File: config.mk
export PLATFORM = sky130hd
export DESIGN_NAME = lsu_seq
export DESIGN_NICKNAME = d
export VERILOG_FILES = /design/src/rtl/lsu_seq.sv
export SDC_FILE = /design/constraint.sdc
export NUM_CORES = 1
export LEC_CHECK = 0
export BUFFER_PORTS_ARGS = -buffer_cell sky130_fd_sc_hd__buf_4
export CORE_MARGIN = 2
export CORE_UTILIZATION = 25
export CTS_BUF_LIST = sky130_fd_sc_hd__clkbuf_4
export DETAILED_ROUTE_END_ITERATION = 6
export GPL_ROUTABILITY_DRIVEN = 0
export REMOVE_ABC_BUFFERS = 1
export SLEW_MARGIN = 20
export SYNTH_ARGS = -nofsm -noshare
export SYNTH_HDL_FRONTEND = slang
export SYNTH_SLANG_ARGS = --single-unit
File: constraint.sdc
create_clock -name CLK -period 3.3 [get_ports CLK]
set_clock_uncertainty 0.15 [all_clocks]
set_input_delay 0.66 -clock CLK [delete_from_list [all_inputs] [get_ports CLK]]
set_output_delay 0.66 -clock CLK [all_outputs]
set_load 0.005 [all_outputs]
File: src/rtl/lsu_seq.sv
// lsu_seq: load/store sequencer that splits word-crossing accesses into two
// word-aligned bus beats, merging and extending load data.
`default_nettype none

module lsu_seq #(
  parameter int unsigned TMO = 255
) (
  input  logic        CLK,
  input  logic        RESN,
  input  logic        REQ,
  input  logic        WR,
  input  logic [2:0]  FCT3,
  input  logic [31:0] ADDR,
  input  logic [31:0] WDATA,
  output logic [31:0] RDATA,
  output logic        ACK,
  output logic        ERR,
  output logic        BUSY,
  output logic [31:0] DADDR,
  output logic        DRD,
  output logic        DWR,
  output logic [3:0]  BE,
  output logic [31:0] DATAO,
  input  logic [31:0] DATAI,
  input  logic        DACK
);

  localparam int unsigned CW = (TMO > 1) ? $clog2(TMO) : 1;
  localparam logic [CW-1:0] TMO_LAST = CW'((TMO > 0) ? TMO - 1 : 0);

  typedef enum logic [1:0] {
    S_IDLE = 2'd0,
    S_ACC0 = 2'd1,
    S_ACC1 = 2'd2,
    S_DONE = 2'd3
  } state_t;

  state_t      state, state_n;
  logic        wr_q;
  logic [2:0]  fct3_q;
  logic [31:0] addr_q, wdata_q;
  logic [CW-1:0] cnt, cnt_n;
  logic [31:0] lo, lo_n, hi, hi_n;

  logic [31:0] rdata_n, daddr_n, datao_n;
  logic        ack_n, err_n, busy_n, drd_n, dwr_n;
  logic [3:0]  be_n;

  // In IDLE the lane/store vectors are built from the live inputs so the
  // first beat can be registered on the accepting edge.
  logic [31:0] a_s, wd_s;
  logic [2:0]  f_s;
  logic [1:0]  off;
  logic [3:0]  mask;
  logic [7:0]  lanes;
  logic        split;
  logic [31:0] wsized;
  logic [63:0] svec;
  logic [31:0] lo_eff, hi_eff, merged, ld;
  logic        tmo_hit;

  assign a_s  = (state == S_IDLE) ? ADDR  : addr_q;
  assign wd_s = (state == S_IDLE) ? WDATA : wdata_q;
  assign f_s  = (state == S_IDLE) ? FCT3  : fct3_q;
  assign off  = a_s[1:0];

  always_comb begin
    mask   = 4'b0001;
    wsized = {24'h0, wd_s[7:0]};
    if (f_s[1]) begin
      mask   = 4'b1111;
      wsized = wd_s;
    end else if (f_s[0]) begin
      mask   = 4'b0011;
      wsized = {16'h0, wd_s[15:0]};
    end
  end

  assign lanes = {4'b0000, mask} << off;
  assign split = |lanes[7:4];
  assign svec  = {32'h0, wsized} << {off, 3'b000};

  // The completing beat's data comes straight from the bus.
  assign lo_eff = (state == S_ACC0) ? DATAI : lo;
  assign hi_eff = (state == S_ACC1) ? DATAI : hi;
  assign merged = 32'({hi_eff, lo_eff} >> {off, 3'b000});

  always_comb begin
    ld = merged;
    if (!f_s[1]) begin
      if (f_s[0])
        ld = f_s[2] ? {16'h0, merged[15:0]} : {{16{merged[15]}}, merged[15:0]};
      else
        ld = f_s[2] ? {24'h0, merged[7:0]} : {{24{merged[7]}}, merged[7:0]};
    end
  end

  assign tmo_hit = (TMO != 0) && (cnt == TMO_LAST);

  always_comb begin
    state_n = state;
    rdata_n = RDATA;
    ack_n   = 1'b0;
    err_n   = 1'b0;
    busy_n  = BUSY;
    daddr_n = DADDR;
    drd_n   = DRD;
    dwr_n   = DWR;
    be_n    = BE;
    datao_n = DATAO;
    cnt_n   = cnt;
    lo_n    = lo;
    hi_n    = hi;
    case (state)
      S_IDLE: begin
        if (REQ) begin
          state_n = S_ACC0;
          busy_n  = 1'b1;
          daddr_n = {a_s[31:2], 2'b00};
          be_n    = lanes[3:0];
          datao_n = svec[31:0];
          drd_n   = ~WR;
          dwr_n   = WR;
          cnt_n   = '0;
        end
      end
      S_ACC0, S_ACC1: begin
        if (DACK) begin
          if (state == S_ACC0) lo_n = DATAI;
          else                 hi_n = DATAI;
          if (state == S_ACC0 && split) begin
            state_n = S_ACC1;
            daddr_n = DADDR + 32'd4;
            be_n    = lanes[7:4];
            datao_n = svec[63:32];
            cnt_n   = '0;
          end else begin
            state_n = S_DONE;
            drd_n   = 1'b0;
            dwr_n   = 1'b0;
            ack_n   = 1'b1;
            if (!wr_q) rdata_n = ld;
          end
        end else if (tmo_hit) begin
          state_n = S_DONE;
          drd_n   = 1'b0;
          dwr_n   = 1'b0;
          ack_n   = 1'b1;
          err_n   = 1'b1;
          rdata_n = '0;
        end else begin
          cnt_n = cnt + CW'(1);
        end
      end
      S_DONE: begin
        state_n = S_IDLE;
        busy_n  = 1'b0;
      end
      default: state_n = S_IDLE;
    endcase
  end

  always_ff @(posedge CLK) begin
    if (!RESN) begin
      state   <= S_IDLE;
      wr_q    <= 1'b0;
      fct3_q  <= '0;
      addr_q  <= '0;
      wdata_q <= '0;
      cnt     <= '0;
      lo      <= '0;
      hi      <= '0;
      RDATA   <= '0;
      ACK     <= 1'b0;
      ERR     <= 1'b0;
      BUSY    <= 1'b0;
      DADDR   <= '0;
      DRD     <= 1'b0;
      DWR     <= 1'b0;
      BE      <= '0;
      DATAO   <= '0;
    end else begin
      if (state == S_IDLE && REQ) begin
        wr_q    <= WR;
        fct3_q  <= FCT3;
        addr_q  <= ADDR;
        wdata_q <= WDATA;
      end
      state <= state_n;
      cnt   <= cnt_n;
      lo    <= lo_n;
      hi    <= hi_n;
      RDATA <= rdata_n;
      ACK   <= ack_n;
      ERR   <= err_n;
      BUSY  <= busy_n;
      DADDR <= daddr_n;
      DRD   <= drd_n;
      DWR   <= dwr_n;
      BE    <= be_n;
      DATAO <= datao_n;
    end
  end

endmodule

`default_nettype wire

# Word-level counts from Yosys, hierarchy flattened
# Index checks and enable logic that the tools add are counted.
# Widths: inputs -> output; s select.
dict set report op_classes {
  mul 0
  n_lt_le_gt_ge 0
  n_eq_ne 13
  n_shift 3
  n_mux 51
  div 0
  bitwise_logic 4
  reduce_logical 18
  add_sub_neg 2
}
# operator count
set op_table {}
lappend op_table {{$mux 32} 19}
lappend op_table {{$pmux 32 s2} 2}
lappend op_table {{$shl 32x5->64} 1}
lappend op_table {{$shr 64x5->32} 1}
lappend op_table {{$add 32x3->32 const B} 1}
lappend op_table {{$mux 8} 4}
lappend op_table {{$mux 16} 1}
lappend op_table {{$mux 4} 4}
lappend op_table {{$pmux 8 s2} 1}
lappend op_table {{$reduce_and 4->1} 4}
lappend op_table {{$ne 3x3->1 const B} 4}
lappend op_table {{$mux 1} 10}
lappend op_table {{$ne 2x2->1 const B} 5}
lappend op_table {{$add 8x1->8 const B} 1}
lappend op_table {{$eq 8x8->1 const B} 1}
lappend op_table {{$mux 2} 4}
lappend op_table {{$pmux 4 s2} 1}
lappend op_table {{$reduce_and 2->1} 4}
lappend op_table {{$shl 4x2->8} 1}
lappend op_table {{$pmux 1 s2} 3}
lappend op_table {{$pmux 2 s3} 1}
lappend op_table {{$reduce_bool 2->1} 3}
lappend op_table {{$eq 2x2->1 const B} 2}
lappend op_table {{$not 1->1} 4}
lappend op_table {{other kinds (8)} 9}
dict set report word_totals {
  rom_bits 0
  mem_count 0
  in_bits 104
  latchBits 0
  elab_cells 108
  output_inout_bits 105
  mem_bits_rw 0
  ff_bits 247
}

# Logic depth before layout (Yosys ltp)
# Gate-level depths: netlist of run 1.
dict set report depth {
  word_depth 10
  mapped_depth 13
  ltp_nobuf 7
}

# Worst setup path after synthesis of run 1
# No wires, ideal clock.
dict set report synth_timing {
  path_kind {register to register}
  from {register state[0]}
  to {register RDATA[13]}
  t_arrival_ps 2268
  synth_period_minus_slack_ps 2535
  setup_slack_ps 765
  required_ps 3033
  path_buffers 3
  setup_time_ps 117
  stages_incl_launch_ff 11
  path_cell_list {dfxtp_1 inv_1 ha_1 buf_6 mux2i_2 buf_6 buf_2 mux4_2 nand2_1 nand3_1 a22o_1}
}
dict set report synth_via {
  elab_chain_cells 9
  elab_cells_between_ends 23
  classes_between {eq/ne (3); shift (2); mux (13); reduce/logical (5)}
}
# element line
set synth_lines {}
lappend synth_lines {{start, declared} 38} ;# state_t state, state_n;
lappend synth_lines {{start signal, assigned} 189} ;# state <= state_n;
lappend synth_lines {{$eq 2x1->1 (tied with other cells)} {84, 114, 131}}
lappend synth_lines {{$mux 32 (tied with other cells)} n/a}
lappend synth_lines {{$shr 64x5->32 / $mux 2 (equally long branches)} {86, 73}}
lappend synth_lines {{$mux 32 (tied with other cells)} 94} ;# ld = f_s[2] ? {24'h0, merged[7:0]} : {{24{merged[7]}}, merged[7:0]};
lappend synth_lines {{$mux 32 / $shl 4x2->8 (equally long branches)} {91, 79}}
lappend synth_lines {{$mux 32 / $reduce_or 4->1 (equally long branches)} {90, 80}}
lappend synth_lines {{$mux 32 / $logic_and 1x1->1 (equally long branches)} {142, 131}}
lappend synth_lines {{$mux 32 / $ne 2x2->1 (equally long branches)} n/a}
lappend synth_lines {{$mux 32 / $reduce_and 4->1 (equally long branches)} n/a}
lappend synth_lines {{end signal, assigned} 193} ;# RDATA <= rdata_n;
lappend synth_lines {{end, declared} 15} ;# output logic [31:0] RDATA,
# Several ways; a longest one is shown, not always the timed one. The select of a mux whose other input is x is not followed.
# A chain may end at the register's enable or synchronous reset.

# Worst setup path after layout of run 1
dict set report layout_timing {
  from {register state[0]}
  to {register RDATA[25]}
}
# The elaborated chain is that of the path after synthesis.

==> results of run 1 <==
==> metrics by stage <==
| step | util (%) | hold slack, ns | setup TNS, ns | total power [µW] | setup WS, ns |
|---|---|---|---|---|---|
| 6_report | 33.22 | 0.07366 | 0 | 11780 | 0.2976 |
| 4_1_cts | 33.22 | 0.0005527 | 0 | 11840 | 0.3148 |
| 5_1_grt | 33.22 | 0.03485 | 0 | 12530 | 0.1313 |
| 2_1_floorplan | - | 0.2818 | -388.01 | 6825 | -3.065 |
| 3_5_place_dp | 29.83 | 0.2930 | 0 | 9162 | 0.3631 |
| 3_3_place_gp | 29.83 | 0.2875 | 0 | 9070 | 0.4555 |
==> layer usage <==
metal,up-vias,GRT usage (%)
li1,5967,-
met1,5925,22.09
met2,523,27.60
met3,103,4.557
met4,4,8.508
met5,-,0
==> synthesized netlist by cell type, types with 19 or more instances <==
cell type and number:
mux4_2 23, nand3_1 32, nor3_1 26, o21ai_0 56
a21oi_1 202, nor4_1 19, clkbuf_1 73, a31oi_1 26
dfxtp_1 218, buf_2 38, mux2i_1 81, nand2_1 324
nor2_1 52
==> worst min-delay path by stage <==
stage / from / to / slack, ns / cells past startpoint
after floorplan: addr_q[10] / addr_q[10] / 0.28 / 2
after global placement: addr_q[10] / addr_q[10] / 0.29 / 2
after detailed placement: addr_q[10] / addr_q[10] / 0.29 / 2
after CTS: FCT3[1] / fct3_q[1] / 0.0006 / 3
after global routing: FCT3[1] / fct3_q[1] / 0.03 / 3
final: FCT3[1] / fct3_q[1] / 0.07 / 3
==> power breakdown <==
part           switching, µW  total (µW)  internal [µW]
Clock                   1230        2550           1310
Combinational           3270        5570           2290
Sequential               494        3670           3170
Total                   5000       11800           6780
==> cell families after synthesis <==
group / Yosys count
other: 1
adder cells (fa/ha/maj): 7
buffers and inverters: 147
AND/OR/NAND/NOR: 534
AO/OA/AOI/OAI: 440
multiplexers: 126
flip-flops: 218
==> critical path, delay by kind of cell (launching register included) <==
| family | cells | cell delay (ns) |
|---|---|---|
| multiplexers | 2 | 0.82 |
| adder cells (fa/ha/maj) | 1 | 0.32 |
| buffers and inverters | 1 | 0.13 |
| AO/OA/AOI/OAI | 3 | 1.11 |
| flip-flops | 1 | 0.35 |
==> registers in the layout (all words and copies together) (netlist names), 3 cells and up <==
| register | flops |
|---|---|
| BE | 4 |
| DADDR | 30 |
| DATAO | 32 |
| RDATA | 32 |
| addr_q | 13 |
| cnt | 8 |
| fct3_q | 3 |
| hi | 24 |
| lo | 32 |
| wdata_q | 32 |
==> layout by cell type (no fill, tap or decap), types with 5 or more instances in the layout <==
| master | instances |
|---|---|
| or4_1 | 7 |
| dlygate4sd3_1 | 83 |
| inv_1 | 16 |
| mux2_2 | 16 |
| o21ai_0 | 56 |
| a32o_1 | 17 |
| clkbuf_4 | 96 |
| or3_1 | 11 |
| nor2b_1 | 6 |
| nand4_1 | 16 |
| and3_1 | 8 |
| nor2_1 | 51 |
| mux4_2 | 23 |
| buf_12 | 5 |
| nand3_1 | 32 |
| a21oi_1 | 202 |
| nand2_1 | 323 |
| a22o_1 | 10 |
| a211oi_1 | 11 |
| a31oi_1 | 26 |
| buf_4 | 252 |
| nor3_1 | 26 |
| o32ai_1 | 9 |
| dfxtp_1 | 218 |
| o21a_1 | 9 |
| a22oi_1 | 8 |
| o2bb2ai_1 | 9 |
| clkinv_1 | 6 |
| nor4_1 | 19 |
| nand2b_1 | 8 |
| o221a_2 | 6 |
| and2_1 | 6 |
| a32oi_1 | 10 |
| o211ai_1 | 6 |
| o22a_1 | 17 |
| ha_1 | 5 |
| mux2i_1 | 81 |
==> final cells by class <==
type | instances | area (µm²)
Multi-Input combinational cell | 1109 | 6988
Fill cell | 4991 | 31750
Clock buffer | 96 | 720.7
Timing Repair Buffer | 340 | 2823
Sequential cell | 218 | 4364
Antenna cell | 1 | 2.502
Inverter | 18 | 70.07
Clock inverter | 12 | 57.56
Tap cell | 615 | 769.5
==> repair_timing <==
item | CTS | global route
endpoints found under the hold margin | 107 | 0
hold buffers | 83 | 0
gates resized for setup | 0 | 0
==> summary.md, run 1 <==
| Metric | Value |
|---|---|
| Total track usage | roughly 17% |
| 1st-pass router iterations | 5 |
| Tightest Pin Transition | slightly above 0.9 ns |
| Critical path data arrival time | 3.54 ns |
| RSZ-0062 raised after global routing | false |
| Crit end category | register |
| Initial core utilization | 25.19% |
| CTS Buf Count | 60 |
| Routed vias/inst | 5.198 |
| Post-synthesis adder-cell area fraction | 0.7311% |
| Synth cell types | 80 |
| Ports | 209 |
| Worst endpoint required time | ~3.8 ns |
| Cells along the critical path | inv_1 > ha_4 > mux2i_4 > mux2i_1 > o2bb2ai_1 > o2111a_1 > a32o_1 |
| Ranking of synthesized cells by area | dfxtp_1 (36%), nand2_1 (10%), a21oi_1 (8.4%) |
| Routed wire length | 44920 µm |
| Post-Syn Area | 0.01198 mm² |
| Post-synth EDFFs | 0 |
| Detail Placement HPWL | between 30000 and 40000 µm |
| Initial antenna violation count | 3 |
| DP Area | between 0.01 and 0.015 mm² |
| Routed len/inst | 18.65 µm |
| WS Path Type | register to register |
| Reg-to-Reg Start | state[0] |
| Top layer in use | met5 |
| Die height | roughly 220 µm |
| Slowest CP cell | o2111a_1 |
| Crit start category | register |
| Yosys top cell by area | dfxtp_1 |
| Max Clk Rate | about 330 MHz |
| Final nets | 1858 |
| CTS root buf | clkbuf_4 |
| Async SR Flop Fraction | 0% |
| IO Port Bufs | 206 |
| Min Tclk post-route | 3.002 ns |
| Post-synthesis mux area share | 13.45% |
| Grt total ovfl | 0 |
| Vias in the first global route | 12110 |
| Clk slew on worst S/H paths | 0.07 ns |
| Skew-Pair Late Insertion Delay | approximately 0.81 ns |
| Post-Layout Cell Count | 2409 |
| Met1 Wirelength | 19150 µm |
| Final period utilization | between 90% and 100% |
| Cell area power density | 746.0 mW/mm² |
| Synthesis-to-layout area growth | 31.86% |
| Worst reg2reg setup slack | 0.30 ns |
| Clock tree from TritonCTS | built |
| Detail Route Antenna Nets | 0 |
| Fin. Hold Viols | 0 |
| Clock Path Buffers | 3 |
| Layout Cell Area excl Fill | about 0.016 mm² |
| H-Tree Depth | 2 |
| Met3 routed WL | 3630 µm |
| Synth Warn # | 0 |
| Worst VDD drop | 0.3565 mV |
| Yosys reg bits | 218 |
| Avg Synthesized Cell Area | a little over 8 µm² |
| CP Capture Point | RDATA[25] |
| Status | finished clean |
| Max-cap violations | 0 |
| Pins Over Slew Limit | 0 |
| Post-synthesis xor/xnor area fraction | 0% |
| Worst Path Max Fanout | 17 |
| Largest family of logic cells by synthesized area | compound AO/OA/AOI/OAI gates |
| Largest net degree at the start of global routing | 75 |
| Detailed-route via count | 12520 |
| Die Footprint | around 0.05 mm² |
| Initial DRC count | roughly 970 |
| CP startpoint | state[0] |
| Simple-Gate Fraction of Synth Area | 20.13% |
| LEAKAGE | 0.006018 µW |
| CORE AREA | around 0.048 mm² |
| Slowest stage delay, CP | 0.66 ns |
| Sequential share of the synthesized area | approximately 36% |
| Die Wd | 222.9 µm |
| Slew HR | 38.75% |
| Cell Rows | 80 |
| R2R depth | 7 |
| Synth Flop Type | dfxtp_1 |
| DRC violation count after routing | 0 |
| Setup bufs post-CTS | 0 |
| First-pass GRT wire length | about 69000 µm |
| WL met2 | 20350 µm |
| Finish-stage setup viols | 0 |
| Synth Instances | around 1500 |
| DP Cell Count | 2217 |
| Reg2reg end | RDATA[25] |
| Synth Area in Compound Gates | 23.63% |
| Clock tree sinks | roughly 220 |
| HP Class | input pin to register |
| Area share of the leading cell type in the synthesized netlist | 36.43% |
| Layout cell share with drive strength beyond 1 | 24.21% |
Note: power is estimated with default switching activity, not from simulation.
==> inputs of run 2 (changes only) <==
- ABC_AREA: unset -> 1
==> run 2 against run 1 <==
Worst hold slack gained 0.014 ns. First-iteration DRC count grew 7.4%. Clock-buffer cell count grew 6. Critical path depth grew 3. Sequential share of layout area grew 1.2 points. Largest cell class unchanged. Maximum frequency grew 3.5%. Register-to-register slack gained 0.10 ns. Sequential power grew 15%. Clock power grew 12%. Combinational power grew 53%. Worst setup slack gained 0.10 ns. Global-route usage grew 0.19 points.
==> summary.md, run 2 <==
| Metric | Value |
|---|---|
| Synthesis-to-layout area growth | 30.22% (was 31.86%) |
| Yosys reg bits | 237 (was 218) |
| Worst endpoint required time | 3.84 ns (was 3.83 ns) |
| Slowest CP cell | buf_4 (was o2111a_1) |
| Post-Syn Area | 0.01266 mm² (was 0.01198 mm²) |
| Clock tree sinks | 237 (was 218) |
| Reg2reg end | DATAO[27] (was RDATA[25]) |
| Synth Flop Type | dfxtp_1 (unchanged) |
| Fin util | 32.92% (was 33.22%) |
| Max Clk Rate | 344.6 MHz (was 333.1 MHz) |
| Final nets | 2350 (was 1858) |
| LEAKAGE | 0.006810 µW (was 0.006018 µW) |
| Clock tree from TritonCTS | built (unchanged) |
| Worst VDD drop | 0.3925 mV (was 0.3565 mV) |
| Layout cell share with drive strength beyond 1 | 16.93% (was 24.21%) |
| 1st-pass router iterations | 5 (unchanged) |
| Crit end category | register (unchanged) |
| WHS Path Cells | 3 (unchanged) |
| RSZ-0062 raised after global routing | false (unchanged) |
| Die Footprint | 0.05244 mm² (was 0.04968 mm²) |
| Status | finished clean (unchanged) |
| Synth top cells by count | nand2_1 (436), o21ai_0 (308), nor2_1 (297) (was nand2_1 (324), dfxtp_1 (218), a21oi_1 (202)) |
| Grt met3 use | 4.607% (was 4.557%) |
| CORE AREA | 0.05007 mm² (was 0.04755 mm²) |
| Clock Path Buffers | 3 (unchanged) |
| Ranking of synthesized cells by area | dfxtp_1 (37%), nand2_1 (13%), o21ai_0 (12%) (was dfxtp_1 (36%), nand2_1 (10%), a21oi_1 (8.4%)) |
| Synth Warn # | 0 (unchanged) |
| Pins Over Slew Limit | 0 (unchanged) |
| Initial DRC count | 1044 (was 972) |
| CP startpoint | state[0] (unchanged) |
| Yosys top cell by area | dfxtp_1 (unchanged) |
| Clk slew on worst S/H paths | 0.07 ns (about the same) |
| Initial core utilization | 25.28% (was 25.19%) |
| CTS root buf | clkbuf_4 (unchanged) |
| Cell Rows | 82 (was 80) |
| Routed wire length | 47330 µm (was 44920 µm) |
| Slew HR | 42.77% (was 38.75%) |
| Critical path data arrival time | 3.45 ns (was 3.54 ns) |
| Met2 Use GR | 28.86% (was 27.60%) |
| Min-delay src | DATAI[5] (was FCT3[1]) |
| Final hold slack | 0.08737 ns (was 0.07366 ns) |
| Dpl ws | 0.3944 ns (was 0.3631 ns) |
| Worst reg2reg setup slack | 0.40 ns (was 0.30 ns) |
| Detailed-route via count | 14360 (was 12520) |
| Most common cell after layout, fill and taps aside | nand2_1 (unchanged) |
| DRC violation count after routing | 0 (unchanged) |
| Skew-Pair Late Insertion Delay | 0.79 ns (was 0.81 ns) |
| IO Port Bufs | 206 (unchanged) |
| Grt total ovfl | 0 (unchanged) |
| H-Tree Depth | 3 (was 2) |
| Detail Placement HPWL | 31430 µm (was 30710 µm) |
| Min Tclk post-route | 2.902 ns (was 3.002 ns) |
| Count leader, synth | nand2_1 (unchanged) |
| Area share of the leading cell type in the synthesized netlist | 37.49% (was 36.43%) |
| DP Area | 0.01474 mm² (was 0.01418 mm²) |
| Final period utilization | 87.93% (was 90.98%) |
| Slowest stage delay, CP | 0.44 ns (was 0.66 ns) |
| Die Wd | 229.0 µm (was 222.9 µm) |
| Synth cell types | 45 (was 80) |
| Vias in the first global route | 13800 (was 12110) |
| Finish-stage setup viols | 0 (unchanged) |
| Worst Path Max Fanout | 27 (was 17) |
| Detail Route Antenna Nets | 0 (unchanged) |
| Synth Instances | 1970 (was 1473) |
| Cells along the critical path | inv_1 > ha_4 > o21ai_2 > buf_4 > nand2_1 > o22ai_1 > nand2_1 > o21ai_0 > nor2_1 > nor2_1 (was inv_1 > ha_4 > mux2i_4 > mux2i_1 > o2bb2ai_1 > o2111a_1 > a32o_1) |
| Crit start category | register (unchanged) |
| Hold Path Sink | hi[5] (was fct3_q[1]) |
| Async SR Flop Fraction | 0% (unchanged) |
| First-pass GRT wire length | 74020 µm (was 68590 µm) |
| WS Path Type | register to register (unchanged) |
| Final worst slack | 0.3985 ns (was 0.2976 ns) |
| Initial antenna violation count | 2 (was 3) |
| Routed len/inst | 15.99 µm (was 18.65 µm) |
| Avg Synthesized Cell Area | 6.424 µm² (was 8.132 µm²) |
| Busiest grt layer | met2 (unchanged) |
| Largest net degree at the start of global routing | 125 (was 75) |
| HP Class | input pin to register (unchanged) |
| Cell area power density | 946.9 mW/mm² (was 746.0 mW/mm²) |
| Fin. Hold Viols | 0 (unchanged) |
| Post-CTS Resized | 0 (unchanged) |
| Max-cap violations | 0 (unchanged) |
| Sequential share of the synthesized area | 37.49% (was 36.43%) |
| Die height | 229.0 µm (was 222.9 µm) |
| Reg-to-Reg Start | state[0] (unchanged) |
| Ports | 209 (unchanged) |
| Leading cell types in the layout, fill and taps excluded | nand2_1 (435), o21ai_0 (308), nor2_1 (297) (was nand2_1 (323), buf_4 (252), dfxtp_1 (218)) |
| CTS Buf Count | 72 (was 60) |
| Tightest Pin Transition | 0.8575 ns (was 0.9153 ns) |
| Total track usage | 17.65% (was 17.46%) |
| M1 GR Usage | 21.44% (was 22.09%) |
| Routed vias/inst | 4.849 (was 5.198) |
| Layout Cell Area excl Fill | 0.01648 mm² (was 0.01580 mm²) |
| Post-synth EDFFs | 0 (unchanged) |
| R2R depth | 10 (was 7) |
## run 2: changes by cell type in the layout (fill, tap and decap cells not counted), moves of 17 or more
cell     previous run  this run
nand2_1           323       435
a32o_1             17         0
o22a_1             17         0
o21ai_1             1        52
mux2i_1            81         6
nand3_1            32        64
inv_1              16       122
mux4_2             23         0
o21ai_0            56       308
dfxtp_1           218       237
nor2_1             51       297
a21oi_1           202       163
## run 2: stage by stage
stage / total power, µW / cells / TNS, ns
after global routing: 17030 / 2961 / 0
final: 15610 / 2961 / 0
after detailed placement: 12660 / 2752 / 0
after floorplan: 9400 / 1839 / -243.42
after global placement: 12500 / 2752 / 0
after CTS: 15700 / 2956 / 0
## run 2: worst max-delay path by stage
stage,end,cells past startpoint
global route,DATAO[15],10
floorplan,DADDR[26],13
global placement,RDATA[25],13
CTS,RDATA[29],13
detailed placement,RDATA[28],13
finish,DATAO[27],10
## run 2: cells by family after synthesis
kind of cell	after synthesis	share of synthesized area [%]
AND/OR/NAND/NOR	857	27.37
AO/OA/AOI/OAI	591	24.66
buffers and inverters	263	8.739
flip-flops	237	37.49
XOR/XNOR	8	0.5537
adder cells (fa/ha/maj)	7	0.6920
multiplexers	6	0.4746
other	1	0.02963
## run 2: final cells by class
cell class | instances | area [µm²]
Multi-Input combinational cell | 1471 | 6824
Antenna cell | 3 | 7.507
Tap cell | 672 | 840.8
Timing Repair Buffer | 326 | 2693
Clock inverter | 19 | 108.9
Clock buffer | 102 | 765.7
Sequential cell | 237 | 4745
Fill cell | 5460 | 33590
Inverter | 131 | 496.7
## run 2: repair_timing
item,4_1_cts,5_1_grt
setup buffers,0,2
endpoints found under the hold margin,87,0
hold buffers,83,0
endpoints found under the setup margin,0,1
## run 2: power breakdown
group,switching (µW),internal (µW)
clock,1360,1490
sequential,514,3700
combinational,5740,2800
total,7620,7990
## run 2: worst max-delay path: cells and delay by family (launching register included)
family | cells | cell delay [ns]
simple gates | 4 | 0.62
buf+inv | 2 | 0.55
flops | 1 | 0.39
fa+ha+maj | 1 | 0.27
compound gates | 3 | 0.82
## run 2: metal layers
layer | wire length, µm | share of wire, %
met1 | 20050 | 42
met2 | 22130 | 47
met3 | 3622 | 7.7
met4 | 1532 | 3.2
met5 | 0 | 0
